--- src/rtl/count_capture_fifo_pkg.sv ---
// count_capture_fifo_pkg
//   Shared definitions for the counter capture FIFO block:
//   - Wishbone register selects (decoded on adr[3:2])
//   - CTRL / STATUS bit positions and field widths
//   - trigger edge-select encodings
//   - packing helpers for the CTRL and STATUS read words
package count_capture_fifo_pkg;

    typedef enum logic [1:0] {
        REG_CTRL   = 2'd0,
        REG_STATUS = 2'd1,
        REG_DATA   = 2'd2,
        REG_LAST   = 2'd3
    } reg_sel_e;

    typedef enum logic {
        EDGE_RISING  = 1'b0,
        EDGE_FALLING = 1'b1
    } edge_sel_e;

    localparam int unsigned COUNT_W = 16;

    // CTRL fields
    localparam int unsigned CTRL_EN_BIT     = 0;
    localparam int unsigned CTRL_EDGE_BIT   = 1;
    localparam int unsigned CTRL_THRESH_LSB = 8;
    localparam int unsigned THRESH_W        = 6;
    localparam int unsigned CTRL_CLEAR_BIT  = 31;

    // STATUS fields
    localparam int unsigned STATUS_LEVEL_LSB = 0;
    localparam int unsigned LEVEL_W          = 7;
    localparam int unsigned STATUS_EMPTY_BIT = 8;
    localparam int unsigned STATUS_FULL_BIT  = 9;
    localparam int unsigned STATUS_OVF_BIT   = 10;
    localparam int unsigned STATUS_UNF_BIT   = 11;

    function automatic logic [31:0] pack_ctrl(
        input logic                en,
        input edge_sel_e           edge_sel,
        input logic [THRESH_W-1:0] thresh
    );
        logic [31:0] w;
        w                                = '0;
        w[CTRL_EN_BIT]                   = en;
        w[CTRL_EDGE_BIT]                 = edge_sel;
        w[CTRL_THRESH_LSB +: THRESH_W]   = thresh;
        return w;
    endfunction

    function automatic logic [31:0] pack_status(
        input logic [LEVEL_W-1:0] level,
        input logic               empty,
        input logic               full,
        input logic               ovf,
        input logic               unf
    );
        logic [31:0] w;
        w                                = '0;
        w[STATUS_LEVEL_LSB +: LEVEL_W]   = level;
        w[STATUS_EMPTY_BIT]              = empty;
        w[STATUS_FULL_BIT]               = full;
        w[STATUS_OVF_BIT]                = ovf;
        w[STATUS_UNF_BIT]                = unf;
        return w;
    endfunction

endpackage

--- src/rtl/count_capture_fifo_sync_fifo.sv ---
// sync_fifo
//   Single-clock FIFO with extra-MSB pointers (level = wptr - rptr).
//   clear_i has priority over push_i/pop_i and leaves the FIFO empty.
//   A push while full is accepted only if a pop happens in the same cycle.
// Ports:
//   clk_i, rst_ni   clock, asynchronous active-low reset
//   clear_i         flush
//   push_i, din_i   write request and data
//   pop_i, dout_o   read request and head entry (show-ahead)
//   full_o, empty_o, level_o  occupancy
module sync_fifo
    import count_capture_fifo_pkg::*;
#(
    parameter int unsigned DEPTH = 8,
    parameter int unsigned WIDTH = COUNT_W
)(
    input  logic                       clk_i,
    input  logic                       rst_ni,
    input  logic                       clear_i,
    input  logic                       push_i,
    input  logic                       pop_i,
    input  logic [WIDTH-1:0]           din_i,
    output logic [WIDTH-1:0]           dout_o,
    output logic                       full_o,
    output logic                       empty_o,
    output logic [$clog2(DEPTH):0]     level_o
);

    localparam int unsigned AW    = $clog2(DEPTH);
    localparam int unsigned LVL_W = AW + 1;

    logic [LVL_W-1:0] wptr_q, wptr_d;
    logic [LVL_W-1:0] rptr_q, rptr_d;
    logic [WIDTH-1:0] mem_q [DEPTH];
    logic             do_push;
    logic             do_pop;

    assign empty_o = (wptr_q == rptr_q);
    assign full_o  = (wptr_q[AW] != rptr_q[AW]) && (wptr_q[AW-1:0] == rptr_q[AW-1:0]);
    assign level_o = wptr_q - rptr_q;
    assign dout_o  = mem_q[rptr_q[AW-1:0]];

    always_comb begin
        do_pop  = pop_i & ~empty_o;
        // A pop in the same cycle frees the slot, so a full FIFO still accepts
        do_push = push_i & (~full_o | do_pop);
        wptr_d  = wptr_q;
        rptr_d  = rptr_q;
        if (clear_i) begin
            wptr_d = '0;
            rptr_d = '0;
        end else begin
            if (do_push) wptr_d = wptr_q + LVL_W'(1);
            if (do_pop)  rptr_d = rptr_q + LVL_W'(1);
        end
    end

    always_ff @(posedge clk_i or negedge rst_ni) begin
        if (!rst_ni) begin
            wptr_q <= '0;
            rptr_q <= '0;
        end else begin
            wptr_q <= wptr_d;
            rptr_q <= rptr_d;
        end
    end

    // Storage needs no reset: entries are only visible between rptr and wptr
    always_ff @(posedge clk_i) begin
        if (do_push && !clear_i) begin
            mem_q[wptr_q[AW-1:0]] <= din_i;
        end
    end

endmodule

--- src/rtl/count_capture_fifo.sv ---
// count_capture_fifo
//   Captures the 16-bit counter value into a FIFO on a qualified trigger
//   edge; the management SoC drains it over Wishbone. Raises a level IRQ
//   when the fill level reaches a programmable threshold.
// Ports:
//   wb_clk_i, wb_rst_ni     clock, asynchronous active-low reset
//   count_i                 counter value to capture
//   trig_i                  asynchronous trigger input
//   wbs_*                   Wishbone slave (CTRL, STATUS, DATA, LAST at +0x0..0xC)
//   irq_o                   registered threshold interrupt
module count_capture_fifo
    import count_capture_fifo_pkg::*;
#(
    parameter int unsigned DEPTH     = 8,
    parameter logic [31:0] ADDR_BASE = 32'h3000_0010
)(
    input  logic               wb_clk_i,
    input  logic               wb_rst_ni,
    input  logic [COUNT_W-1:0] count_i,
    input  logic               trig_i,
    input  logic               wbs_stb_i,
    input  logic               wbs_cyc_i,
    input  logic               wbs_we_i,
    input  logic [3:0]         wbs_sel_i,
    input  logic [31:0]        wbs_adr_i,
    input  logic [31:0]        wbs_dat_i,
    output logic               wbs_ack_o,
    output logic [31:0]        wbs_dat_o,
    output logic               irq_o
);

    localparam int unsigned LVL_W = $clog2(DEPTH) + 1;

    // Trigger synchronizer and edge detector
    logic sync1_q, sync1_d;
    logic sync2_q, sync2_d;
    logic prev_q,  prev_d;

    // Control / status state
    logic                en_q,       en_d;
    edge_sel_e           edge_sel_q, edge_sel_d;
    logic [THRESH_W-1:0] thresh_q,   thresh_d;
    logic                ovf_q,      ovf_d;
    logic                unf_q,      unf_d;
    logic [COUNT_W-1:0]  last_q,     last_d;
    logic                ack_q,      ack_d;
    logic [31:0]         dat_q,      dat_d;
    logic                irq_q,      irq_d;

    // Datapath
    logic                edge_hit;
    logic                push_req;
    logic                pop_req;
    logic                wb_valid;
    logic                acc;
    logic                wr;
    logic                rd;
    reg_sel_e            reg_sel;
    logic                clear;
    logic                data_rd;
    logic [31:0]         rdata;
    logic [LEVEL_W-1:0]  level7;

    logic [COUNT_W-1:0]  fifo_dout;
    logic                fifo_full;
    logic                fifo_empty;
    logic [LVL_W-1:0]    fifo_level;

    logic                unused_bits;
    assign unused_bits = ^{wbs_adr_i[1:0], wbs_sel_i[2], wbs_dat_i};

    sync_fifo #(
        .DEPTH (DEPTH),
        .WIDTH (COUNT_W)
    ) u_fifo (
        .clk_i   (wb_clk_i),
        .rst_ni  (wb_rst_ni),
        .clear_i (clear),
        .push_i  (push_req),
        .pop_i   (pop_req),
        .din_i   (count_i),
        .dout_o  (fifo_dout),
        .full_o  (fifo_full),
        .empty_o (fifo_empty),
        .level_o (fifo_level)
    );

    always_comb begin
        sync1_d = trig_i;
        sync2_d = sync1_q;
        prev_d  = sync2_q;

        edge_hit = (edge_sel_q == EDGE_FALLING) ? (~sync2_q & prev_q)
                                                : (sync2_q & ~prev_q);
        // Gating with en drops any edge still in the synchronizer when disabled
        push_req = en_q & edge_hit;

        wb_valid = wbs_cyc_i & wbs_stb_i & (wbs_adr_i[31:4] == ADDR_BASE[31:4]);
        // The access takes effect on the edge that raises ack
        acc      = wb_valid & ~ack_q;
        wr       = acc & wbs_we_i;
        rd       = acc & ~wbs_we_i;
        reg_sel  = reg_sel_e'(wbs_adr_i[3:2]);

        clear    = wr && (reg_sel == REG_CTRL) && wbs_sel_i[3] && wbs_dat_i[CTRL_CLEAR_BIT];
        data_rd  = rd && (reg_sel == REG_DATA);
        pop_req  = data_rd & ~fifo_empty;

        level7   = LEVEL_W'(fifo_level);

        case (reg_sel)
            REG_CTRL:   rdata = pack_ctrl(en_q, edge_sel_q, thresh_q);
            REG_STATUS: rdata = pack_status(level7, fifo_empty, fifo_full, ovf_q, unf_q);
            REG_DATA:   rdata = fifo_empty ? '0 : {16'h0, fifo_dout};
            REG_LAST:   rdata = {16'h0, last_q};
            default:    rdata = '0;
        endcase
    end

    always_comb begin
        en_d       = en_q;
        edge_sel_d = edge_sel_q;
        thresh_d   = thresh_q;
        ovf_d      = ovf_q;
        unf_d      = unf_q;
        last_d     = last_q;

        if (wr && (reg_sel == REG_CTRL)) begin
            if (wbs_sel_i[0]) begin
                en_d       = wbs_dat_i[CTRL_EN_BIT];
                edge_sel_d = edge_sel_e'(wbs_dat_i[CTRL_EDGE_BIT]);
            end
            if (wbs_sel_i[1]) begin
                thresh_d = wbs_dat_i[CTRL_THRESH_LSB +: THRESH_W];
            end
        end

        if (wr && (reg_sel == REG_STATUS) && wbs_sel_i[1]) begin
            if (wbs_dat_i[STATUS_OVF_BIT]) ovf_d = 1'b0;
            if (wbs_dat_i[STATUS_UNF_BIT]) unf_d = 1'b0;
        end

        // New events win over a same-cycle W1C; clear wins over everything
        if (data_rd && fifo_empty) unf_d = 1'b1;
        if (push_req && fifo_full && !pop_req) ovf_d = 1'b1;
        if (clear) begin
            ovf_d = 1'b0;
            unf_d = 1'b0;
        end

        if (push_req) last_d = count_i;

        ack_d = acc;
        dat_d = rd ? rdata : '0;
        irq_d = en_q && (thresh_q != '0) && (level7 >= {1'b0, thresh_q});
    end

    always_ff @(posedge wb_clk_i or negedge wb_rst_ni) begin
        if (!wb_rst_ni) begin
            sync1_q    <= 1'b0;
            sync2_q    <= 1'b0;
            prev_q     <= 1'b0;
            en_q       <= 1'b0;
            edge_sel_q <= EDGE_RISING;
            thresh_q   <= '0;
            ovf_q      <= 1'b0;
            unf_q      <= 1'b0;
            last_q     <= '0;
            ack_q      <= 1'b0;
            dat_q      <= '0;
            irq_q      <= 1'b0;
        end else begin
            sync1_q    <= sync1_d;
            sync2_q    <= sync2_d;
            prev_q     <= prev_d;
            en_q       <= en_d;
            edge_sel_q <= edge_sel_d;
            thresh_q   <= thresh_d;
            ovf_q      <= ovf_d;
            unf_q      <= unf_d;
            last_q     <= last_d;
            ack_q      <= ack_d;
            dat_q      <= dat_d;
            irq_q      <= irq_d;
        end
    end

    assign wbs_ack_o = ack_q;
    assign wbs_dat_o = dat_q;
    assign irq_o     = irq_q;

endmodule

--- config.mk ---
export PLATFORM = sky130hd
export DESIGN_NAME = count_capture_fifo
export DESIGN_NICKNAME = d
export VERILOG_FILES = /design/src/rtl/count_capture_fifo_pkg.sv /design/src/rtl/count_capture_fifo_sync_fifo.sv /design/src/rtl/count_capture_fifo.sv
export SDC_FILE = /design/constraint.sdc
export NUM_CORES = 1
export LEC_CHECK = 0
export ABC_AREA = 1
export CAP_MARGIN = 20
export CORE_MARGIN = 1
export CORE_UTILIZATION = 45
export DETAILED_ROUTE_END_ITERATION = 10
export HOLD_SLACK_MARGIN = 0.12
export PLACE_DENSITY = 0.72
export SYNTH_ARGS = -nofsm -noshare
export SYNTH_HDL_FRONTEND = slang
export SYNTH_SLANG_ARGS = --single-unit
--- constraint.sdc ---
create_clock -name wb_clk_i -period 3.1 [get_ports wb_clk_i]
set_input_delay 0.465 -clock wb_clk_i [delete_from_list [all_inputs] [get_ports wb_clk_i]]
set_output_delay 0.465 -clock wb_clk_i [all_outputs]
set_load 0.1 [all_outputs]
### Word level (Yosys, flattened, before mapping)

Memory sizes are Yosys's and may differ from the RTL's.
Index checks and enable logic that the tools add are counted.

| cells by class | value |
|---|---|
| $add $sub $neg | 3 |
| $lt $le $gt $ge | 1 |
| eq/ne operators | 7 |
| mux-type cells | 18 |
| bitwise operators | 18 |
| reduce and logical (&&, ||, !) cells | 27 |

Operator list:

| cell | number |
|---|---|
| $pmux W32 S4 | 1 |
| $mux W32 | 1 |
| $eq A28 B26 Y1 const B | 1 |
| $mux W16 | 1 |
| $mux W4 | 4 |
| $logic_and A1 B1 Y1 | 13 |
| $reduce_bool A3 Y1 | 4 |
| $and A1 B1 Y1 | 11 |
| $mux W1 | 11 |
| $add A4 B1 Y4 const B | 2 |
| $reduce_and A2 Y1 | 4 |
| $ge A4 B6 Y1 | 1 |
| $not A1 Y1 | 6 |
| $reduce_bool A6 Y1 | 1 |
| $eq A2 B2 Y1 const B | 2 |
| $eq A4 B4 Y1 | 1 |
| $reduce_bool A2 Y1 | 2 |
| $sub A4 B4 Y4 | 1 |
| $eq A3 B3 Y1 | 1 |
| $eq A2 B1 Y1 const B | 1 |
| $logic_not A1 Y1 | 2 |
| $logic_not A2 Y1 | 1 |
| $ne A1 B1 Y1 | 1 |
| $or A1 B1 Y1 | 1 |

| storage, ports and cells | value |
|---|---|
| register bits after elaboration | 71 |
| memory bits (writable) | 128 |
| input bits | 90 |
| output and inout bits | 34 |
| memories kept | 1 |

Memory list:

| memory | words | bits a word | rd ports | clocked after memory_dff | write ports | RTL line | source |
|---|---|---|---|---|---|---|---|
| u_fifo.mem_q | 8 | 16 | 1 | 0 | 1 | count_capture_fifo_sync_fifo.sv:34 | `logic [WIDTH-1:0] mem_q [DEPTH];` |

### Longest topological paths before layout

Gate-level depths: netlist of the first run.

| logic depth | value |
|---|---|
| depth in word-level cells | 12 |
| gate-level depth with buffers | 12 |

### Modules after synthesis

From an unflattened synthesis of the first run, not the netlist that was laid out.

| unflattened totals | value |
|---|---|
| cell total of the unflattened synthesis | 782 |
| area, all modules | 7988.9 sq um |

Modules (own cells, without submodules):

| module | times used | cells an instance | area each (sq um) |
|---|---|---|---|
| sync_fifo | 1 | 492 | 5681.7 |
| count_capture_fifo | 1 | 290 | 2307.2 |

### Least setup slack after synthesis of the first run

No wires, ideal clock.

| timing path | value |
|---|---|
| path type | reg-to-reg |
| from | register ack_q, in the netlist wbs_ack_o |
| to | memory u_fifo.mem_q[4][0] (netlist bit) (enable) |
| library setup time | 388 ps |
| data arrival time | 2460 ps |
| required time | 2712 ps |
| setup slack | 252 ps |
| cell stages (with the launch flop) | 12 |
| period minus slack after synthesis | 2848 ps |
| cell sequence | dfrtp_1 > nor2_1 > nand2_1 > nor2_1 > nand2_1 > nor2_4 > nand3_1 > nand2_2 > nand2_2 > inv_2 > nand3_2 > nor2_1 |

| between the ends | value |
|---|---|
| cells in the longest elaborated chain, start to end | 11 |
| elaborated cells on any way between the ends | 16 |
| classes of those cells | 2 x mux; 8 x bitwise; 6 x reduce/logical |

Ends and longest elaborated chain:

| element | RTL line | source |
|---|---|---|
| from (decl) | count_capture_fifo.sv:46 | `logic ack_q, ack_d;` |
| from (signal assigned) | count_capture_fifo.sv:182 | `ack_q <= ack_d;` |
| $not A1 Y1 * | count_capture_fifo.sv:100 | `acc = wb_valid & ~ack_q;` |
| $and A1 B1 Y1 * | count_capture_fifo.sv:100 |  |
| net acc | count_capture_fifo.sv:55 | `logic acc;` |
| $and A1 B1 Y1 | count_capture_fifo.sv:102 | `rd = acc & ~wbs_we_i;` |
| $logic_and A1 B1 Y1 | count_capture_fifo.sv:106 | `data_rd = rd && (reg_sel == REG_DATA);` |
| $and A1 B1 Y1 | count_capture_fifo.sv:107 | `pop_req = data_rd & ~fifo_empty;` |
| $and A1 B1 Y1 | count_capture_fifo_sync_fifo.sv:44 | `do_pop = pop_i & ~empty_o;` |
| $or A1 B1 Y1 | count_capture_fifo_sync_fifo.sv:46 | `do_push = push_i & (~full_o \| do_pop);` |
| $and A1 B1 Y1 | count_capture_fifo_sync_fifo.sv:46 |  |
| $logic_and A1 B1 Y1 * | count_capture_fifo_sync_fifo.sv:70 | `if (do_push && !clear_i) begin` |
| $mux W1 * | count_capture_fifo_sync_fifo.sv:70 |  |
| $mux W1 (not written as such) * | count_capture_fifo_sync_fifo.sv:71 | `mem_q[wptr_q[AW-1:0]] <= din_i;` |
| to (decl) | count_capture_fifo_sync_fifo.sv:34 |  |

Mark *: on every way through the listed nets, which the timed path passes. The rest lies on a longest branch.

### Worst setup path after layout of the first run

| timing path | value |
|---|---|
| from | register u_fifo.rptr_q[2] |
| to | memory u_fifo.mem_q[6][5] (netlist bit) (enable) |

| between the ends | value |
|---|---|
| cells in the longest elaborated chain, start to end | 9 |
| elaborated cells on any way between the ends | 12 |
| classes of those cells | 2 x eq/ne; 2 x mux; 6 x bitwise; 2 x reduce/logical |

Ends and longest elaborated chain:

| element | RTL line | source |
|---|---|---|
| from (decl) | count_capture_fifo_sync_fifo.sv:33 | `logic [LVL_W-1:0] rptr_q, rptr_d;` |
| from (signal assigned) | count_capture_fifo_sync_fifo.sv:64 | `rptr_q <= rptr_d;` |
| $eq A4 B4 Y1 | count_capture_fifo_sync_fifo.sv:38 | `assign empty_o = (wptr_q == rptr_q);` |
| $not A1 Y1 | count_capture_fifo_sync_fifo.sv:44, count_capture_fifo.sv:107 |  |
| $and A1 B1 Y1 | count_capture_fifo.sv:107 |  |
| $and A1 B1 Y1 | count_capture_fifo_sync_fifo.sv:44 |  |
| $or A1 B1 Y1 * | count_capture_fifo_sync_fifo.sv:46 |  |
| $and A1 B1 Y1 * | count_capture_fifo_sync_fifo.sv:46 |  |
| $logic_and A1 B1 Y1 * | count_capture_fifo_sync_fifo.sv:70 |  |
| $mux W1 * | count_capture_fifo_sync_fifo.sv:70 |  |
| $mux W1 (not written as such) * | count_capture_fifo_sync_fifo.sv:71 |  |

Mark *: on every way between the ends. The rest lies on a longest branch, timed or not.

==> results of run 1 <==
==> routing by layer <==
metal	GRT usage	wire, µm
met5	0	0
met3	0.05556	1483
met2	0.3402	8628
met1	0.2785	7990
met4	0.09343	522
==> how the worst max path moves through the flow <==
stage	cells past startpoint	startpoint	to	slack (ns)
5_1_grt	10	u_fifo.rptr_q[2]	u_fifo.mem_q[6][8]	0.32
2_1_floorplan	11	wbs_ack_o	u_fifo.mem_q[4][0]	0.25
4_1_cts	10	u_fifo.rptr_q[2]	u_fifo.mem_q[6][8]	0.57
6_report	10	u_fifo.rptr_q[2]	u_fifo.mem_q[6][5]	0.56
3_5_place_dp	14	wbs_stb_i	u_fifo.mem_q[6][4]	0.33
3_3_place_gp	14	wbs_stb_i	u_fifo.mem_q[6][0]	0.37
==> placed cells by master, fill, tap and decap left out, drive strengths merged, types with 2 or more instances in the layout <==
cell,netlist,layout
o21a,2,2
a21oi,23,23
clkinv,0,4
clkbuf,16,18
nand4,12,12
conb,1,16
edfxtp,128,128
dfrtp,55,55
o21ai,66,66
buf,30,46
o211ai,9,9
nor2,98,98
inv,44,52
clkdlybuf4s50,0,62
o221ai,8,8
a31oi,8,8
xnor2,2,2
nand2,160,160
o22ai,6,6
nand3,41,41
ha,9,9
==> logic make-up after synthesis <==
group,count (synthesis)
fa+ha+maj,10
simple gates,313
flops,183
other cells,1
xor+xnor,3
compound gates,124
buf+inv,90
==> per-stage QoR <==
stage               total power (µW)  area, µm²  worst slack (ns)  std cells  utilization
global placement                2923       8896            0.3670       1021       0.5289
CTS                             5078       9509            0.5662       1054       0.5654
global route                    5182       9509            0.3240       1054       0.5654
finish                          5050       9509            0.5588       1054       0.5654
detailed placement              2923       8896            0.3276       1021       0.5289
floorplan                       2806       7891            0.2515        739            -
==> cells in the mapped netlist (all sizes together) <==
library cell	n	area, µm²
nand2	160	620.6
edfxtp	128	3844
nor2	98	392.9
o21ai	66	337.8
dfrtp	55	1376
inv	44	165.2
nand3	41	215.2
buf	30	200.2
a21oi	23	115.1
clkbuf	16	60.06
nand4	12	75.07
ha	9	112.6
o211ai	9	67.56
a31oi	8	50.05
o221ai	8	70.07
o22ai	6	37.54
o21a	2	15.01
xnor2	2	17.52
a21boi	1	7.510
a32o	1	10.01
conb	1	3.750
fa	1	20.02
nor3	1	5.000
nor3b	1	7.510
xor2	1	8.760
==> flip-flops by register name, indices dropped and copies added, names as in the netlist <==
signal / count
wbs_dat_o: 16
u_fifo.mem_q: 128
irq_o: 1
unf_q: 1
edge_sel_q: 1
u_fifo.wptr_q: 4
prev_q: 1
prev_d: 1
wbs_ack_o: 1
thresh_q: 6
last_q: 16
en_q: 1
sync1_q: 1
u_fifo.rptr_q: 4
ovf_q: 1
==> report_power, final <==
part | switching [µW] | leakage [µW] | internal (µW)
combinational | 168 | 0.00166 | 82.7
clock | 986 | 0.000297 | 1190
sequential | 0.941 | 0.00181 | 2620
total | 1160 | 0.00376 | 3890
==> final cells by class <==
| cell class | count | share of cell area |
|---|---|---|
| sequential | 183 | 0.5491 |
| multi-input combinational | 466 | 0.2362 |
| timing repair buffer | 109 | 0.1050 |
| clock buffer | 18 | 0.04737 |
| tap | 220 | 0.02895 |
| inverter | 44 | 0.01737 |
| clock inverter | 14 | 0.01605 |
==> flow_summary.json, run 1 <==
{
  "outcome": "completed",
  "place_congestion": 0.8640,
  "p_leak_uw": 0.003759,
  "min_path_cells": 0,
  "yosysUniqueCellTypes": 35,
  "worst-r2r-cell-count": 10,
  "clkLatencyLatePin_ns": 0.44,
  "rsz0062_at_grt": "false",
  "placement_row_count": 47,
  "syn-cell-area_um2": 7835,
  "multi_input_comb_area_um2": 2246,
  "pre_antenna_drt_iters": 5,
  "post-route-period-util": 0.8197,
  "max_clock_freq_mhz": 393.5,
  "yosys-mux-area-fraction": 0,
  "antenna_found_initial": 0,
  "fin_nets": 921,
  "grt.overflow.total": 0,
  "power.density_cell_area_nw_per_um2": 531.1,
  "timing_worst_setup_path_type": "flip-flop to flip-flop",
  "floorplan.die_area_um2": 17940,
  "required_ns": 3.21,
  "slew_headroom": 0.4590,
  "reg2reg_from": "u_fifo.rptr_q[2]",
  "ir_drop_v": 0.0004050,
  "drt_iter0_drc": 433,
  "layout-drive-gt1-share": 0.1151,
  "crit_fanout": 16,
  "synth_top_family_by_area": "simple AND/OR/NAND/NOR gates",
  "ys_seq_elements": 183,
  "post_detailed_route_wirelength_per_cell_um": 17.67,
  "cts_buffer_depth": 2,
  "r2r-end": "u_fifo.mem_q[6][5]",
  "post-route-min-period_ns": 2.541,
  "hold_violations": 0,
  "grt_start_max_net_pins": 79,
  "post_cts.repair.setup_buffers": 0,
  "worst_path_largest_cell_delay_ns": 0.62,
  "floorplan.io_pins": 124,
  "setup_violations": 0,
  "global_route_wire_length_before_repair_um": 28290,
  "final.setup.tns_ns": 0,
  "cpLargestDelayFamily": "simple AND/OR/NAND/NOR gates",
  "number_of_buffers_added_on_ports": 81,
  "synth_xor_area_frac": 0.003354,
  "timing.final.max_slew_violations": 0,
  "final-seq-area_um2": 5221,
  "postRouteAntennaNets": 0,
  "crit_path_start_kind": "flip-flop",
  "crit_slowest_cell": "dfrtp_1",
  "hold_end": "prev_d",
  "wl_um": 18630,
  "insertedDiodeCount": 0,
  "groute.usage.overall": 0.2144,
  "r2r_setup_slack_ns": 0.56,
  "n_fill_cell": 1391,
  "arrival_ns": 2.65,
  "die_height_um": 134.0,
  "grt_pass1_vias": 5262,
  "cp-end-kind": "flip-flop",
  "compound_cell_area_share_of_the_yosys_netlist": 0.09071,
  "drc_viols": 0,
  "post_synth_fa_ha_maj_area_fraction": 0.01693,
  "hold-worst-slack_ns": 0.3618,
  "initial_utilization": 0.4659,
  "ys.warnings.count": 0,
  "vias_per_cell": 5.306,
  "place.detailed.hpwl_um": 11750,
  "max_cap_viol_count": 0,
  "fp.coreArea_um2": 16820,
  "worst-path-buf-inv": 3,
  "clock_tree_skew_after_final_layout_ns": 0.01179,
  "hp_start": "sync1_q",
  "max_slew.worst_pin.slew_ns": 0.8115,
  "tritoncts": "yes",
  "die_w_um": 134.0,
  "min_path_type": "flip-flop to flip-flop",
  "simple_logic_cell_fraction_of_the_synthesized_area": 0.1680,
  "cts_max_level": 4,
  "syn_inst": 724,
  "clock-sinks": 183,
  "area_growth_syn_to_layout_pct": 21.37,
  "timing.critical_path.cells": "inv_1 -> ha_1 -> nand3_1 -> nor2_1 -> nand2_2 -> nand2_2 -> inv_2 -> nand3_2 -> nor2_1 -> buf_4",
  "cts.clk_slew.worst_paths_ns": 0.07,
  "cts_inserted_buffers": 17,
  "postSynthAreaPerCell_um2": 10.82,
  "routed-via-count": 5593,
  "yosysSeqAreaShare": 0.6662,
  "post_cts_resized": 0,
  "cts_hold_buf": 1,
  "cts_root_buf": "clkbuf_16"
}
Power figures use the tool's default switching activity.
==> run 2, diff against run 1 <==
Settings changed: PLACE_DENSITY 0.72 to 0.74.
Clock period 3.1 ns to 2.09 ns, I/O delays scaled along.
==> run 2 against run 1 <==
Net effect:
- the run now ends with setup timing left
- setup slack got worse by 0.68 ns
- sequential share of layout area down 2.7 points
- wire length is 3.3% higher
- die area stayed put
==> flow_summary.json, run 2 (synthesized netlist as in run 1, its figures left out) <==
{
  "vias_per_cell": 5.323,
  "violations": "setup timing",
  "final.setup.tns_ns": -0.1189,
  "clkLatencyLatePin_ns": 0.43,
  "layout-drive-gt1-share": 0.1703,
  "cts_buffer_depth": 2,
  "overall_power_after_layout_uw": 7318,
  "ir_drop_v": 0.0006142,
  "groute.usage.overall": 0.2246,
  "layout_commonest_cell": "nand2_1",
  "fp.coreArea_um2": 16820,
  "clock-sinks": 183,
  "crit_fanout": 2,
  "antenna_found_initial": 0,
  "drt_iter0_drc": 378,
  "die_height_um": 134.0,
  "die_w_um": 134.0,
  "crit_path_start_kind": "flip-flop",
  "outcome": "finished, violations left",
  "setup_violations": 1,
  "timing_worst_setup_path_type": "flip-flop to flip-flop",
  "r2r_setup_slack_ns": -0.12,
  "area_growth_syn_to_layout_pct": 27.74,
  "arrival_ns": 2.52,
  "clock_tree_skew_after_final_layout_ns": 0.007758,
  "max_clock_freq_mhz": 452.7,
  "cts_root_buf": "clkbuf_16",
  "insertedDiodeCount": 0,
  "timing.final.max_slew_violations": 0,
  "floorplan.die_area_um2": 17940,
  "hold_violations": 0,
  "hp_start": "trig_i",
  "grt_pass1_vias": 5703,
  "pre_antenna_drt_iters": 5,
  "layout_common_cells": "154 x nand2_1, 128 x edfxtp_1, 86 x nor2_1, 66 x buf_4, 64 x o21ai_0",
  "initial_utilization": 0.4659,
  "post-route-min-period_ns": 2.209,
  "post_detailed_route_wirelength_per_cell_um": 17.66,
  "n_fill_cell": 1328,
  "post_layout_nonfiller_instances": 1089,
  "rsz0062_at_grt": "true",
  "timing.final.ws_setup_ns": -0.1189,
  "number_of_buffers_added_on_ports": 81,
  "required_ns": 2.40,
  "post-route-period-util": 1.057,
  "floorplan.io_pins": 124,
  "cts_inserted_buffers": 17,
  "grt.overflow.total": 0,
  "power.density_cell_area_nw_per_um2": 731.2,
  "postRouteAntennaNets": 0,
  "grt_start_max_net_pins": 56,
  "wl_um": 19230,
  "drc_viols": 0,
  "cp-end-kind": "flip-flop",
  "tritoncts": "yes",
  "largest_reg_flops": 128,
  "place.detailed.hpwl_um": 12420,
  "routed-via-count": 5797,
  "min_path_type": "input port to flip-flop",
  "r2r-end": "irq_o",
  "cts_max_level": 4,
  "worst-r2r-cell-count": 9,
  "p_leak_uw": 0.003942,
  "hold_end": "sync1_q",
  "placement_row_count": 47,
  "max_cap_viol_count": 0,
  "place_congestion": 0.8273,
  "dp_cells": 1053,
  "reg2reg_from": "u_fifo.rptr_q[0]",
  "min_path_cells": 1,
  "global_route_wire_length_before_repair_um": 29900,
  "fin_nets": 956,
  "cts.clk_slew.worst_paths_ns": 0.07
}
-- run 2: cell count changes in the layout (fill, tap and decap cells not counted), sizes merged --
cell    delta
buf       +34
clkinv     +3
inv        -1
bufinv     -1
-- run 2: layout make-up --
class | count | area (µm²) | area share
flip-flops and latches | 183 | 5226 | 0.5222
clock buffers | 17 | 425.4 | 0.04251
repair buffers | 144 | 1399 | 0.1398
inverters | 44 | 167.7 | 0.01675
clock inverters | 15 | 140.1 | 0.01400
multi-input cells | 466 | 2375 | 0.2373
well taps | 220 | 275.3 | 0.02750
-- run 2: critical path, cell delays in order (launching register included) --
cell,delay (ns)
dfrtp_2,0.44
ha_4,0.17
fa_1,0.49
inv_2,0.04
ha_1,0.25
a21boi_1,0.12
o21a_1,0.16
o21a_1,0.16
o211ai_1,0.19
inv_1,0.06
-- run 2: per-stage QoR --
stage	hold WS, ns	setup slack, ns	util	cell area, µm²
3_5_place_dp	0.3364	-0.2832	0.5556	9344
6_report	0.3210	-0.1189	0.5951	10010
4_1_cts	0.3079	-0.09821	0.5901	9925
2_1_floorplan	0.01791	-0.1366	-	7988
5_1_grt	0.3167	-0.1743	0.5951	10010
3_3_place_gp	0.3366	-0.2467	0.5556	9344
-- run 2: metal layers --
metal | vias to the layer above | share of wire | global-route usage
met1 | 2782 | 0.42 | 0.2834
met3 | 28 | 0.078 | 0.05102
li1 | 2727 | - | -
met5 | - | 0 | 0
met2 | 260 | 0.49 | 0.3785
met4 | 0 | 0.018 | 0.08270
-- run 2: what timing repair did --
action,in CTS,in global routing
endpoints found under the setup margin,25,121
buffers inserted,0,2
endpoints found under the hold margin,55,0
gates cloned,0,1
resized for setup,2,9
hold buffers,1,0
pin swaps,0,1
-- run 2: where the power goes --
| group | switching, µW | total (µW) | internal, µW |
|---|---|---|---|
| clock | 1460 | 3040 | 1580 |
| sequential | 1.46 | 3890 | 3890 |
| combinational | 255 | 394 | 139 |
-- run 2: worst max path at each step --
| stage | start | to | depth (start not counted) |
|---|---|---|---|
| finish | u_fifo.rptr_q[0] | irq_o | 9 |
| global route | u_fifo.rptr_q[0] | irq_o | 9 |
| CTS | u_fifo.wptr_q[0] | irq_o | 10 |
| detailed placement | wbs_adr_i[16] | u_fifo.mem_q[5][14] | 13 |
| global placement | wbs_adr_i[27] | u_fifo.mem_q[2][14] | 13 |
| floorplan | wbs_ack_o | u_fifo.mem_q[2][0] | 11 |
==> run 3, diff against run 2 <==
Settings changed: CAP_MARGIN 20 to not set, CELL_PAD_IN_SITES_DETAIL_PLACEMENT set to 1, CELL_PAD_IN_SITES_GLOBAL_PLACEMENT set to 2, CORE_UTILIZATION 45 to 31, PLACE_DENSITY 0.74 to 0.78.
==> run 3 against run 2 <==
Net effect:
- the run still ends with setup timing left
- via count rose by 1.1%
- global-route usage fell by 3.9 points
- register-to-register slack got worse by 0.05 ns
- critical path type unchanged
- critical endpoint unchanged
==> flow_summary.json, run 3 (synthesized netlist as in run 1, its figures left out) <==
{
  "largest_reg_flops": 128,
  "cts_inserted_buffers": 17,
  "placement_row_count": 57,
  "power.density_cell_area_nw_per_um2": 729.3,
  "timing_worst_setup_path_type": "flip-flop to flip-flop",
  "postRouteAntennaNets": 0,
  "timing.final.max_slew_violations": 0,
  "clock_tree_skew_after_final_layout_ns": 0.02352,
  "groute.usage.overall": 0.1854,
  "layout-drive-gt1-share": 0.1917,
  "drc_viols": 0,
  "timing.final.ws_setup_ns": -0.1730,
  "ir_drop_v": 0.0004483,
  "number_of_buffers_added_on_ports": 81,
  "area_growth_syn_to_layout_pct": 32.29,
  "power.combinational.fraction": 0.054,
  "critical-path-top-cell-by-count": "o21a_1",
  "grt.overflow.total": 0,
  "crit_slowest_cell": "fa_1",
  "cts_root_buf": "clkbuf_16",
  "power.sequential.fraction": 0.514,
  "cts.clk_slew.worst_paths_ns": 0.08,
  "grt_start_max_net_pins": 37,
  "pre_antenna_drt_iters": 4,
  "place.detailed.hpwl_um": 15410,
  "rsz0062_at_grt": "true",
  "timing.critical_path.cells": "ha_4 -> fa_1 -> inv_2 -> ha_1 -> a21boi_1 -> o21a_1 -> o21a_1 -> o211ai_1 -> inv_1",
  "post-route-period-util": 1.083,
  "clkLatencyLatePin_ns": 0.44,
  "vias_per_cell": 4.841,
  "cts_buffer_depth": 2,
  "antenna_found_initial": 0,
  "place_congestion": 0.8047,
  "routed-via-count": 5862,
  "die_height_um": 161.0,
  "initial_utilization": 0.3194,
  "outcome": "finished, violations left",
  "min_path_type": "input port to asynchronous set/reset pin",
  "layout_common_cells": "152 x nand2_1, 128 x edfxtp_1, 83 x nor2_1, 80 x buf_4, 63 x o21ai_0",
  "required_ns": 2.40,
  "clock_power_share": 0.431,
  "wl_um": 23290,
  "power.switching_uw": 1724,
  "arrival_ns": 2.57,
  "drt_iter0_drc": 408,
  "global_route_wire_length_before_repair_um": 35810,
  "die_w_um": 161.0,
  "core_util_final": 0.4225,
  "fin_nets": 974,
  "floorplan.io_pins": 124,
  "dp_worst_setup_slack_ns": -0.3244,
  "layout_commonest_cell": "nand2_1",
  "cts_max_level": 4,
  "p_leak_uw": 0.004058,
  "worst_path_largest_cell_delay_ns": 0.50,
  "overall_power_after_layout_uw": 7559,
  "grt_pass1_vias": 6220,
  "fraction_of_power_spent_switching_nets": 0.2280,
  "crit_path_start_kind": "flip-flop",
  "max_cap_viol_count": 0,
  "violations": "setup timing",
  "fp.coreArea_um2": 24530,
  "cp-end-kind": "flip-flop",
  "post-route-min-period_ns": 2.263,
  "n_fill_cell": 2709,
  "hold_violations": 0,
  "setup_violations": 18,
  "clock-sinks": 183,
  "tritoncts": "yes",
  "max_clock_freq_mhz": 441.9,
  "power.internal_uw": 5835,
  "insertedDiodeCount": 0,
  "crit_fanout": 2,
  "post_detailed_route_wirelength_per_cell_um": 19.23,
  "floorplan.die_area_um2": 25910
}
==> run 3: critical path, delay by kind of cell (launching register included) <==
kind | cells | cell delay [ns]
fa+ha+maj | 3 | 0.93
buf+inv | 2 | 0.10
flops | 1 | 0.45
compound gates | 4 | 0.65
==> run 3: layout make-up <==
cell class,count,area (µm²),share of cell area
clock buffers,19,432.9,0.04177
clock inverters,13,153.9,0.01485
inverters,44,178.9,0.01726
multi-input cells,466,2410,0.2325
flip-flops and latches,183,5226,0.5042
well taps,324,405.4,0.03911
repair buffers,162,1558,0.1503
==> run 3: what timing repair did <==
action,4_1_cts,5_1_grt
hold buffers,1,0
gates cloned,1,0
gates resized for setup,7,22
endpoints found under the setup margin,86,144
pin swaps,3,12
setup buffers,4,11
hold endpoints to repair,55,0
==> run 3: power groups by stage <==
stage / clock network (µW) / logic (µW) / registers, µW
after CTS: 3330 / 410 / 3890
after detailed placement: 0 / 407 / 3970
after global placement: 0 / 403 / 3970
final: 3260 / 410 / 3890
after floorplan: 0 / 196 / 3970
after global routing: 3450 / 439 / 3890
==> run 3: metrics by stage <==
stage	hold WS [ns]	TNS [ns]	cells	instance area [µm²]
5_1_grt	0.3172	-11.82	1211	10360
6_report	0.3101	-0.4916	1211	10360
3_3_place_gp	0.2203	-34.63	1164	9527
4_1_cts	0.3031	-1.588	1202	10200
3_5_place_dp	0.2218	-38.64	1164	9527
2_1_floorplan	0.01791	-11.57	739	7988
==> run 3: metal layers <==
metal	part of all wire	vias up	GRT usage
li1	-	2763	-
met1	0.42	2919	0.2306
met2	0.52	155	0.3252
met3	0.049	25	0.03749
met4	0.016	0	0.05189
met5	0	-	0
==> run 3: worst paths after layout <==
check / start / to / slack [ns] / depth (start not counted)
max reg2reg: u_fifo.rptr_q[0] / irq_o / -0.17 / 9
max: u_fifo.rptr_q[0] / irq_o / -0.17 / 9
max in group asynchronous: wb_rst_ni / last_q[8] / 1.28 / 3
min reg2reg: sync1_q / prev_d / 0.36 / 0
min: wb_rst_ni / prev_d / 0.31 / 2
min in group wb_clk_i: trig_i / sync1_q / 0.33 / 1
